`src/rtl/ramread_trace.sv`:
```
// ramread_trace: read side of the two-bank capture RAM. Scans the display
// bank against the VGA pixel counters and emits a 1-bit trace pixel with
// 2 cycles of latency. Banks swap only at frame start; the writer is
// throttled through fill_enable.
// Optional feature: define TRACE_FILL_EN to draw vertical segments joining
// adjacent samples instead of isolated dots.
module ramread_trace #(
    parameter int SAMPLES    = 160,
    parameter int X_SHIFT    = 2,
    parameter int TRACE_BASE = 367
) (
    input  logic       clk,
    input  logic       reset,
    input  logic       fill_done,
    input  logic       frame_start,
    input  logic       freeze,
    input  logic [9:0] CounterX,
    input  logic [9:0] CounterY,
    input  logic       inDisplayArea,
    output logic [7:0] rd_addr,
    input  logic [7:0] rd_data,
    output logic       buf_sel,
    output logic       fill_enable,
    output logic       trace_valid,
    output logic       trace_pixel
);

    localparam logic [1:0] EMPTY   = 2'd0;
    localparam logic [1:0] PENDING = 2'd1;
    localparam logic [1:0] SHOW    = 2'd2;

    localparam logic [9:0] BASE     = 10'(TRACE_BASE);
    localparam logic [9:0] LAST_COL = 10'(SAMPLES - 1);

    logic [1:0] state;
    logic [9:0] col;
    logic [9:0] row_cur;
    logic       pixel_hit;

    // Stage-1 companions of the RAM read
    logic [9:0] d_y;
    logic       d_de;
    logic       d_valid;

    // Column-to-sample address, clamped to the last sample past the capture
    always_comb begin
        col     = CounterX >> X_SHIFT;
        rd_addr = (col >= 10'(SAMPLES)) ? LAST_COL[7:0] : col[7:0];
    end

    // Bank ownership and writer throttle
    always_ff @(posedge clk) begin
        if (reset) begin
            state       <= EMPTY;
            buf_sel     <= 1'b0;
            fill_enable <= 1'b1;
            trace_valid <= 1'b0;
        end else begin
            case (state)
                EMPTY: begin
                    if (fill_done && frame_start) begin
                        buf_sel     <= ~buf_sel;
                        trace_valid <= 1'b1;
                        fill_enable <= ~freeze;
                        state       <= SHOW;
                    end else if (fill_done) begin
                        fill_enable <= 1'b0;
                        state       <= PENDING;
                    end
                end
                PENDING: begin
                    if (frame_start) begin
                        buf_sel     <= ~buf_sel;
                        trace_valid <= 1'b1;
                        fill_enable <= 1'b1;
                        state       <= SHOW;
                    end
                end
                SHOW: begin
                    if (fill_done && !freeze && frame_start) begin
                        buf_sel     <= ~buf_sel;
                        fill_enable <= 1'b1;
                    end else if (fill_done && !freeze) begin
                        fill_enable <= 1'b0;
                        state       <= PENDING;
                    end else begin
                        fill_enable <= ~freeze;
                    end
                end
                default: begin
                    state <= EMPTY;
                end
            endcase
        end
    end

    // Stage 1: delay the pixel context to line up with the RAM read data
    always_ff @(posedge clk) begin
        if (reset) begin
            d_y     <= '0;
            d_de    <= 1'b0;
            d_valid <= 1'b0;
        end else begin
            d_y     <= CounterY;
            d_de    <= inDisplayArea;
            d_valid <= trace_valid;
        end
    end

    // TRACE_BASE >= 255 keeps this subtraction from wrapping
    always_comb row_cur = BASE - {2'b00, rd_data};

`ifdef TRACE_FILL_EN
    logic [7:0] d_addr;
    logic       d_col0;
    logic [7:0] last_addr;
    logic [7:0] last_sample;
    logic [7:0] prev_sample;
    logic [7:0] prev_eff;
    logic [9:0] row_prev;
    logic [9:0] row_lo;
    logic [9:0] row_hi;

    // Track the sample of the previous column; at column 0 there is no
    // previous column, so the segment collapses onto the current dot.
    always_comb begin
        prev_eff = prev_sample;
        if (d_col0)
            prev_eff = rd_data;
        else if (d_addr != last_addr)
            prev_eff = last_sample;
        row_prev = BASE - {2'b00, prev_eff};
        row_lo   = (row_prev < row_cur) ? row_prev : row_cur;
        row_hi   = (row_prev < row_cur) ? row_cur : row_prev;
        pixel_hit = (d_y >= row_lo) && (d_y <= row_hi);
    end

    // Previous-column sample history, aligned with stage 2
    always_ff @(posedge clk) begin
        if (reset) begin
            d_addr      <= '0;
            d_col0      <= 1'b0;
            last_addr   <= '0;
            last_sample <= '0;
            prev_sample <= '0;
        end else begin
            d_addr      <= rd_addr;
            d_col0      <= (CounterX == '0);
            last_addr   <= d_addr;
            last_sample <= rd_data;
            prev_sample <= prev_eff;
        end
    end
`else
    // Dot trace: lit only on the row that matches the sample
    always_comb pixel_hit = (d_y == row_cur);
`endif

    // Stage 2: registered trace pixel
    always_ff @(posedge clk) begin
        if (reset)
            trace_pixel <= 1'b0;
        else
            trace_pixel <= d_de & d_valid & pixel_hit;
    end

endmodule

```
`config.mk`:
```
export PLATFORM = sky130hd
export DESIGN_NAME = ramread_trace
export DESIGN_NICKNAME = d
export VERILOG_FILES = /design/src/rtl/ramread_trace.sv
export SDC_FILE = /design/constraint.sdc
export NUM_CORES = 1
export LEC_CHECK = 0
export CAP_MARGIN = 5
export CORE_MARGIN = 1
export CORE_UTILIZATION = 39
export DETAILED_ROUTE_END_ITERATION = 12
export GPL_TIMING_DRIVEN = 0
export MAX_ROUTING_LAYER = met4
export PLACE_DENSITY = 0.82
export SETUP_SLACK_MARGIN = 0.05
export SYNTH_ARGS = -nofsm -noshare
export SYNTH_HDL_FRONTEND = slang
export SYNTH_SLANG_ARGS = --single-unit
```
`constraint.sdc`:
```
create_clock -name clk -period 2.2 [get_ports clk]
set_input_delay 0.22 -clock clk [delete_from_list [all_inputs] [get_ports clk]]
set_output_delay 0.22 -clock clk [all_outputs]
set_load 0.005 [all_outputs]
```
# Yosys cells after proc, flatten, opt, wreduce, memory -nomap -nowiden
# Cells that the tools add are included.
[op_classes]
addsub = 1
multipliers = 0
div_mod_pow = 0
magnitude_cmp = 1
eq_ne = 9
shifts = 0
muxes = 19
n_bitwise = 4
n_reduce_logical = 11
[ops]
columns = ["cell", "n"]
rows = [
  ["== test 10 bit", 1],
  ["2-to-1 mux 2 bit", 5],
  ["inequality test 2 bit (second input constant)", 5],
  ["subtractor 9 x 8 -> 10 bit (first input constant)", 1],
  ["2-to-1 mux 1 bit", 9],
  [">= comparator 8 bit (second input constant)", 1],
  ["2-to-1 mux 8 bit", 1],
  ["AND reduction 4 bit", 2],
  ["one-hot mux 1 bit (3 select lines)", 2],
  ["one-hot mux 2 bit (3 select lines)", 1],
  ["AND reduction 3 bit", 2],
  ["logical AND 1 bit", 3],
  ["inequality test 3 bit (second input constant)", 1],
  ["nonzero test 3 bit", 1],
  ["AND 1 bit", 2],
  ["== test 2 x 1 -> 1 bit (second input constant)", 1],
  ["== test 2 bit (second input constant)", 1],
  ["zero test 2 bit", 1],
  ["NOT 1 bit", 2],
  ["one-hot mux 1 bit (2 select lines)", 1],
  ["nonzero test 2 bit", 1],
  ["zero test 1 bit", 1],
]
[totals]
ff_bits = 18
latch_bits = 0
ram_bits = 0
romBits = 0
input_bits = 34
output_inout_bits = 12
wordCells = 53
n_memories = 0

# Depth between registers and ports, before layout
# Gate-level depths: netlist (run 1).
[logic_depth]
depth_word = 5
ltp_mapped = 6
mapped_depth_nobuf = 6

# Least setup slack after synthesis (run 1)
# OpenSTA, ideal clock, no wires.
[synth_path]
kind = "register to register"
from = "register state[0]"
to = "register buf_sel"
setup_ns = 0.070
arrival_time_ns = 1.543
t_required_ns = 2.130
path_slack_ns = 0.587
stages_incl_launch_ff = 7
path_buffers = 0
synth_period_minus_slack_ns = 1.613
path_cell_list = "dfxtp_1 inv_1 ha_1 or2b_2 a21oi_1 or4_1 a21oi_1"
[synth_between]
elab_chain_len = 3
word_cells_on_any_way = 9
cone_classes = "eq/ne (5); mux (1); reduce/logical (3)"
[synth_lines]
columns = ["element", "line", "rtl"]
rows = [
  ["start: declaration", "35", "logic [1:0] state;"],
  ["start signal: assignment", "54", "state <= EMPTY;"],
  ["start signal: assignment", "65", "state <= SHOW;"],
  ["start signal: assignment", "68", "state <= PENDING;"],
  ["== test 2 bit (tied with other cells)", "59", "case (state)"],
  ["inequality test 2 bit (no source line) or nonzero test 3 bit (tied branches)", "--", ""],
  ["AND reduction 4 bit (no source line)", "--", ""],
  ["end signal: assignment", "62", "buf_sel <= ~buf_sel;"],
  ["end signal: assignment", "73", "buf_sel <= ~buf_sel;"],
  ["end signal: assignment", "81", "buf_sel <= ~buf_sel;"],
  ["end: declaration", "22", "output logic buf_sel,"],
]
# Several ways; a longest one is shown, not always the timed one.
# A chain may end at the register's enable or synchronous reset.

# Final worst setup path (run 1)
[layout_path]
from = "input port CounterX[8]"
to = "output port rd_addr[4]"
[layout_between]
elab_chain_len = 2
[layout_lines]
columns = ["element", "line", "rtl"]
rows = [
  ["start: declaration", "17", "input logic [9:0] CounterX,"],
  [">= comparator 8 bit", "48", "rd_addr = (col >= 10'(SAMPLES)) ? LAST_COL[7:0] : col[7:0];"],
  ["2-to-1 mux 8 bit", "48", ""],
  ["end: declaration", "20", "output logic [7:0] rd_addr,"],
]
# Every way passes these cells.

==> results by group, run 1 <==
Setup path
  • CP max stage delay: 0.46 ns
  • CP dominant cell by count: clkdlybuf4s50_1
  • Crit Path Max Fanout: 5
  • Worst r2r dst: buf_sel
  • Startpoint Class: primary input
  • R2r setup slk: between 0.4 and 0.5 ns
  • Worst Path Buf+Inv: 2
  • Critical Path AT: 1.67 ns
  • CP Capture Type: output pin
  • R2R cell count: 6
  • Crit path to: rd_addr[4]
  • Cell family with most CP delay: buffers and inverters
  • CP Class: in2out
  • Crit-path cells: clkdlybuf4s50_1, o21ai_0, nand2b_1, clkdlybuf4s50_1
  • Worst R2R Start: state[0]
  • Critical Path RT: 1.98 ns
  • CP Depth: 4
  • Critical path launch point: CounterX[8]
  • CP max-delay cell: clkdlybuf4s50_1

Drt
  • DRC violations left: 0
  • First-pass iteration count of the detailed router: 4
  • Post-route ant nets: 0
  • Post-DR wirelength/cell: 12.2 µm
  • Vias: 851
  • Initial DRC count: 6
  • Routed wire length: 2110 µm
  • Via-per-instance ratio: ~4.9

Clock tree
  • Reg clk slew, reported paths: 0.09 ns
  • Setup Buffers After CTS: 0
  • Clock Path Buffers: 2
  • CTS tree: yes
  • Post_cts resized: 0
  • Clk sinks: 18
  • Max H-tree Level: 1
  • Clock Latency Late Sink: between 0.2 and 0.3 ns
  • Clk root buf: clkbuf_4
  • Post-CTS Hold Buffers: 0
  • CTS buffer count: 3

Place
  • Dpl cells: 170
  • DPL Wire Length: roughly 1700 µm
  • Routability congestion estimate from global placement: 0.809
  • Port bufs: 42

Die
  • IO Count: 46
  • Initial Utilization: around 41%
  • Die Span Y: between 50 and 60 µm
  • Die area: 2510 µm²
  • Core Rows: 17
  • Die width: 50.1 µm
  • CORE AREA: 2190 µm²

Power
  • Power Total: ~1000 µW
  • Int Pwr: 694 µW
  • Maximum vdd ir drop: 0.590 mV
  • PwrDens: 746 nW/µm²
  • Clk network pwr share: 15.2%
  • Sw Ratio: approximately 33%
  • Sw power: 335 µW
  • Static leakage: 0.000527 µW
  • Gate power share: 44.5%
  • Flop pwr share: between 40% and 50%

Logic synthesis
  • Mapped cell area: 901 µm²
  • Yosys reg bits: 18
  • Distinct cells, synth: 29
  • Ys flop type: dfxtp_1
  • Post-Syn Nets: 139
  • Syn avg cell area: 9.01 µm²
  • Register area share after synthesis: 40.0%
  • EDFF count, synth: 0
  • Gate Count Post-Synth: 100
  • Asr flop ratio synth: 0%
  • Syn. warnings: 0

Cells and area
  • Most frequent cells in the layout: clkdlybuf4s50_1, dfxtp_1, nor2b_1, xnor2_1
  • Final Instance Count excl. Fillers: 173
  • Leading cell type in the layout, fill and taps excluded: clkdlybuf4s50_1
  • Core Util, Final: 62.9%
  • Layout cell share with drive strength beyond 1: 4.14%
  • Layout Nets: between 150 and 200
  • Area Overhead vs Synth: 53.1%
  • # fillers: 194
  • Diode count: 0

Global routing
  • Total grt overflow: 0
  • Initial antenna violation count: 0
  • GRT Overall Usage: 19.3%
  • Number of global-route vias before repair: 831
  • Largest net degree at the start of global routing: 11
  • First-pass GRT wire length: 3550 µm

Timing
  • Crit share post-route: 85.9%
  • RSZ-0062 raised after global routing: false
  • Maximum clock rate: 0.529 GHz
  • Final Skew: approximately 0.0044 ns
  • Setup TNS: 0 ns
  • Post-route minimum period: 1.89 ns
  • Slew headroom: 65.4%
  • Max Transition Viols Final: 0
  • Endpoints failing hold: 0
  • Worst slew pin tran: 0.513 ns
  • Final number of setup-violating endpoints: 0
  • Hold slack: 0.289 ns

Min path
  • Worst min path class: in2reg

Run
  • # Max-Cap Violations: 0

Outcome
  • Outcome: finished clean
==> cells in the mapped netlist, types with 3 or more instances <==
cell       n  area [µm²]
a21oi_1    4        20.0
dfxtp_1   18         360
ha_1       5        62.6
inv_1      4        15.0
nand2_1    6        22.5
nand2b_1   6        37.5
nor2_1     5        18.8
nor2b_1   15        93.8
o21ai_0    3        15.0
xnor2_1    7        61.3
xor2_1     3        26.3
==> power groups by stage <==
stage | Combinational [µW] | Sequential, µW | Clock [µW]
after detailed placement | 459 | 421 | 0
after global routing | 515 | 422 | 173
after floorplan | 291 | 416 | 0
after CTS | 461 | 414 | 161
after global placement | 439 | 419 | 0
final | 458 | 415 | 156
==> per-layer routing <==
| layer | vias up | global-route usage (%) | part of all wire (%) |
|---|---|---|---|
| met3 | 2 | 4.32 | 7.8 |
| met5 | - | - | 0 |
| met4 | 0 | 7.14 | 0.61 |
| met1 | 384 | 22.0 | 45 |
| li1 | 428 | - | - |
| met2 | 37 | 32.4 | 47 |
==> stage by stage <==
stage / cell area, µm² / worst slack [ns]
floorplan: 901 / 0.587
finish: 1380 / 0.309
detailed placement: 1360 / 0.282
CTS: 1380 / 0.288
global placement: 1360 / 0.381
global route: 1380 / 0.146
==> worst min path at each step <==
| stage | start | end | slack, ns | cells past startpoint |
|---|---|---|---|---|
| floorplan | reset | d_y[0] | 0.29 | 1 |
| global placement | buf_sel | buf_sel | 0.47 | 2 |
| detailed placement | fill_enable | fill_enable | 0.47 | 2 |
| CTS | frame_start | trace_valid | 0.28 | 3 |
| global route | frame_start | trace_valid | 0.35 | 3 |
| finish | frame_start | trace_valid | 0.29 | 3 |
==> sequential cells by signal (all words and copies together) (netlist names) <==
register     cells
buf_sel          1
d_de             1
trace_valid      1
fill_enable      1
state            2
d_valid          1
d_y             10
trace_pixel      1
==> final cells by class <==
| cell class | count | area, µm² | share of cell area, % |
|---|---|---|---|
| repair buffers | 42 | 420 | 30.5 |
| inverters | 4 | 15.0 | 1.09 |
| flip-flops and latches | 18 | 360 | 26.1 |
| plain buffers | 3 | 12.5 | 0.907 |
| multi-input cells | 75 | 513 | 37.2 |
| clock buffers | 3 | 22.5 | 1.63 |
| well taps | 28 | 35.0 | 2.54 |
==> logic make-up after synthesis <==
kind of cell	count (synthesis)	synth area share (%)
simple gates	42	26.4
flops	18	40.0
compound gates	16	11.7
xor+xnor	10	9.72
buf+inv	7	3.05
fa+ha+maj	5	6.94
mux	2	2.22
==> worst min-delay path: stages <==
cell and delay, ns:
clkbuf_2 0.16, a21oi_1 0.08, nor2_1 0.07
Power figures use the tool's default switching activity.
==> inputs of run 2 (changes only) <==
Settings changed: CTS_BUF_LIST set to sky130_fd_sc_hd__clkbuf_4 sky130_fd_sc_hd__clkbuf_8 sky130_fd_sc_hd__clkbuf_16, MAX_ROUTING_LAYER met4 to not set.
==> results by group, run 2 (synthesis gave the netlist of run 1 again) <==
Outcome
  • Outcome: finished clean

Timing
  • Post-route minimum period: 1.90 ns
  • Final Skew: ~0.0044 ns
  • Final number of setup-violating endpoints: 0
  • RSZ-0062 raised after global routing: false
  • Worst slew pin tran: 0.518 ns
  • Hold slack: 0.289 ns
  • Setup TNS: 0 ns
  • Slew headroom: about two thirds
  • Maximum clock rate: 0.527 GHz
  • Crit share post-route: about 86%
  • Max Transition Viols Final: 0
  • Worst setup margin: between 0.3 and 0.4 ns
  • Endpoints failing hold: 0

Drt
  • Post-route ant nets: 0
  • DRC violations left: 0
  • Initial DRC count: 6
  • Via-per-instance ratio: 4.90
  • First-pass iteration count of the detailed router: 4
  • Vias: 847
  • Post-DR wirelength/cell: roughly 12 µm
  • Routed wire length: between 2000 and 2500 µm

Global routing
  • Initial antenna violation count: 0
  • Largest net degree at the start of global routing: 11
  • First-pass GRT wire length: 3540 µm
  • Met3 Resource Use GR: 4.63%
  • GRT Overall Usage: 18.8%
  • Total grt overflow: 0
  • Number of global-route vias before repair: 834
  • Met1 Use GR: 21.8%
  • Gr busiest metal: met2
  • GR Util met2: 32.4%

Cells and area
  • # fillers: 194
  • Final Instance Count excl. Fillers: 173
  • Most flop-heavy register: d_y
  • Layout cell share with drive strength beyond 1: 4.14%
  • Most frequent cells in the layout: clkdlybuf4s50_1, dfxtp_1, nor2b_1, xnor2_1
  • Max reg flops: 10
  • Layout Nets: 186
  • Top Registers: d_y: 10 flops, state: 2 flops
  • Area Overhead vs Synth: 53.1%
  • Diode count: 0
  • Leading cell type in the layout, fill and taps excluded: clkdlybuf4s50_1

Setup path
  • R2r setup slk: a little over 0.4 ns
  • CP Class: in2out
  • Crit Path Max Fanout: 5
  • Critical path launch point: CounterX[8]
  • Startpoint Class: primary input
  • Worst r2r dst: buf_sel
  • Critical Path AT: 1.68 ns
  • Worst R2R Start: state[0]
  • Critical Path RT: 1.98 ns
  • Crit path to: rd_addr[4]
  • R2R cell count: 6
  • CP Capture Type: output pin

Die
  • Die area: approximately 2500 µm²
  • IO Count: 46
  • Die width: roughly 50 µm
  • Die Span Y: 50.1 µm
  • Initial Utilization: about two fifths
  • Core Rows: 17
  • CORE AREA: 2190 µm²

Run
  • # Max-Cap Violations: 0

Power
  • Gate power share: around 45%
  • PwrDens: 746 nW/µm²
  • Int Pwr: approximately 700 µW
  • Flop pwr share: 40.4%
  • Static leakage: 0.000527 µW
  • Maximum vdd ir drop: between 0.5 and 0.6 mV
  • Clk network pwr share: 15.2%
  • Power Total: 1030 µW
  • Sw Ratio: 32.5%
  • Sw power: 335 µW

Clock tree
  • Clk root buf: clkbuf_4
  • Clk sinks: 18
  • Setup Buffers After CTS: 0
  • Max H-tree Level: 1
  • Clock Path Buffers: 2
  • CTS tree: yes
  • Post-CTS Hold Buffers: 0
  • Post_cts resized: 0
  • Clock Latency Late Sink: 0.28 ns
  • Reg clk slew, reported paths: 0.09 ns
  • CTS buffer count: 3

Place
  • Routability congestion estimate from global placement: 0.797
  • Dpl cells: 170
  • DPL Wire Length: 1700 µm
  • Pre-CTS setup slack: 0.282 ns
  • Port bufs: 42

Min path
  • Hold Startpoint: frame_start
  • Worst min path class: in2reg
[run 2: cell counts in the layout (fill, tap and decap cells not counted)]
No cell type changed its count.
[run 2: area by class of cell]
| class | instances | area [µm²] | area share [%] |
|---|---|---|---|
| Buffer | 3 | 12.5 | 0.907 |
| Multi-Input combinational cell | 75 | 513 | 37.2 |
| Tap cell | 28 | 35.0 | 2.54 |
| Timing Repair Buffer | 42 | 420 | 30.5 |
| Inverter | 4 | 15.0 | 1.09 |
| Clock buffer | 3 | 22.5 | 1.63 |
| Sequential cell | 18 | 360 | 26.1 |
[run 2: layer usage]
| metal | part of all wire (%) | vias up |
|---|---|---|
| li1 | - | 428 |
| met1 | 44 | 382 |
| met2 | 47 | 35 |
| met3 | 8.1 | 2 |
| met4 | 0.38 | 0 |
| met5 | 0 | - |
[run 2: per-stage QoR]
step	cell area (µm²)	util [%]
2_1_floorplan	901	-
6_report	1380	62.9
3_3_place_gp	1360	61.9
4_1_cts	1380	62.9
3_5_place_dp	1360	61.9
5_1_grt	1380	62.9
[run 2: power groups by stage]
stage | sequential [µW] | combinational (µW) | clock [µW]
floorplan | 416 | 291 | 0
global placement | 419 | 439 | 0
detailed placement | 421 | 459 | 0
CTS | 414 | 461 | 161
global route | 422 | 515 | 173
finish | 415 | 457 | 156
[run 2: worst min path at each step]
stage                       end  depth (start not counted)
finish              trace_valid                          3
floorplan                d_y[0]                          1
CTS                 trace_valid                          3
global placement        buf_sel                          2
global route        trace_valid                          3
detailed placement  fill_enable                          2
[run 2: critical path: stages]
cell and delay (ns):
clkdlybuf4s50_1 0.41, o21ai_0 0.45, nand2b_1 0.14, clkdlybuf4s50_1 0.46
==> inputs of run 3 (changes only) <==
Settings changed: PLACE_DENSITY 0.82 to 0.8, SKIP_CTS_REPAIR_TIMING set to 1.
==> results by group, run 3 (synthesis gave the netlist of run 1 again) <==
Clock tree
  • Clock Latency Late Sink: ~0.29 ns
  • Clk sinks: 18
  • Reg clk slew, reported paths: roughly 0.090 ns
  • CTS buffer count: 3
  • Clock Path Buffers: 2
  • Max H-tree Level: 1
  • Clk root buf: clkbuf_4
  • CTS tree: yes

Place
  • DPL Wire Length: 1630 µm
  • Pre-CTS setup slack: 0.326 ns
  • Post-DP Area: 1360 µm²
  • Port bufs: 42
  • Routability congestion estimate from global placement: around 0.77

Cells and area
  • Layout cell share with drive strength beyond 1: just over 4%
  • Most flop-heavy register: d_y
  • Diode count: 0
  • Leading cell type in the layout, fill and taps excluded: clkdlybuf4s50_1
  • Layout Nets: around 190
  • Max reg flops: 10
  • Top Registers: d_y: 10 flops, state: 2 flops
  • Core Util, Final: 62.9%
  • Area Overhead vs Synth: 53.1%
  • Final instance area: roughly 1400 µm²
  • Most frequent cells in the layout: clkdlybuf4s50_1, dfxtp_1, nor2b_1, xnor2_1

Die
  • Die Span Y: between 50 and 60 µm
  • CORE AREA: 2190 µm²
  • Die area: around 2500 µm²
  • Initial Utilization: 41.1%
  • Core Rows: 17
  • IO Count: 46
  • Die width: between 50 and 60 µm

Timing
  • Worst slew pin tran: 0.515 ns
  • Final number of setup-violating endpoints: 0
  • Crit share post-route: 84.7%
  • Post-route minimum period: between 1.5 and 2 ns
  • Endpoints failing hold: 0
  • Final Skew: between 0.003 and 0.004 ns
  • Max Transition Viols Final: 0
  • RSZ-0062 raised after global routing: false
  • Setup TNS: 0 ns
  • Slew headroom: approximately two thirds
  • Worst setup margin: 0.337 ns
  • Maximum clock rate: 0.537 GHz

Setup path
  • CP max-delay cell: clkdlybuf4s50_1
  • Crit-path cells: clkdlybuf4s50_1, o21ai_0, nand2b_1, clkdlybuf4s50_1
  • CP max stage delay: ~0.46 ns
  • Worst Path Buf+Inv: 2
  • Cell family with most CP delay: buffers and inverters
  • Critical Path RT: 1.98 ns
  • CP dominant cell by count: clkdlybuf4s50_1
  • Critical Path AT: 1.64 ns
  • Startpoint Class: primary input
  • CP Class: in2out
  • Critical path launch point: CounterX[8]
  • Worst R2R Start: state[0]
  • CP Capture Type: output pin
  • Crit Path Max Fanout: 5

Drt
  • Initial DRC count: 6
  • Vias: 828
  • Post-DR wirelength/cell: 11.5 µm
  • Via-per-instance ratio: between 4 and 5
  • Post-route ant nets: 0
  • Routed wire length: 2000 µm
  • DRC violations left: 0
  • First-pass iteration count of the detailed router: 4

Outcome
  • Outcome: finished clean

Min path
  • Worst min path class: in2reg
  • Hold Startpoint: frame_start

Run
  • # Max-Cap Violations: 0

Global routing
  • Initial antenna violation count: 0
  • Total grt overflow: 0
  • Largest net degree at the start of global routing: 11
  • Number of global-route vias before repair: 783
  • GRT Overall Usage: 18.1%
  • First-pass GRT wire length: 3370 µm

Power
  • Static leakage: 0.000527 µW
  • Power Total: 1030 µW
  • Maximum vdd ir drop: a little over 0.5 mV
  • PwrDens: between 700 and 800 nW/µm²
## run 3: layer usage
metal	global-route usage (%)	part of all wire (%)	up-vias
li1	-	-	427
met1	20.8	44	364
met2	30.7	47	35
met3	4.63	8.3	2
met4	8.57	0.55	0
met5	0	0	-
## run 3: cell type report
| cell class | instances | area (µm²) |
|---|---|---|
| Fill cell | 213 | 812 |
| Multi-Input combinational cell | 75 | 513 |
| Timing Repair Buffer | 42 | 420 |
| Sequential cell | 18 | 360 |
| Tap cell | 28 | 35.0 |
| Clock buffer | 3 | 22.5 |
| Inverter | 4 | 15.0 |
| Buffer | 3 | 12.5 |
## run 3: tightest hold or removal path: cells and delay by family
family | cells | cell delay (ns)
buf+inv | 1 | 0.16
compound gates | 1 | 0.09
simple gates | 1 | 0.07
## run 3: report_power, final
group	internal, µW	switching [µW]	total, µW
combinational	255	198	453
clock	63.6	96.1	160
sequential	375	40.9	416
total	694	335	1030
## run 3: final timing paths
check / to / slack [ns] / cells after the start
max: rd_addr[1] / 0.34 / 4
min: trace_valid / 0.29 / 3
max reg2reg: buf_sel / 0.44 / 6
min reg2reg: d_valid / 0.49 / 1
## run 3: through the flow
| stage | hold slack [ns] | std cells |
|---|---|---|
| 2_1_floorplan | 0.292 | 100 |
| 3_3_place_gp | 0.477 | 170 |
| 3_5_place_dp | 0.476 | 170 |
| 4_1_cts | 0.271 | 173 |
| 5_1_grt | 0.294 | 173 |
| 6_report | 0.287 | 173 |
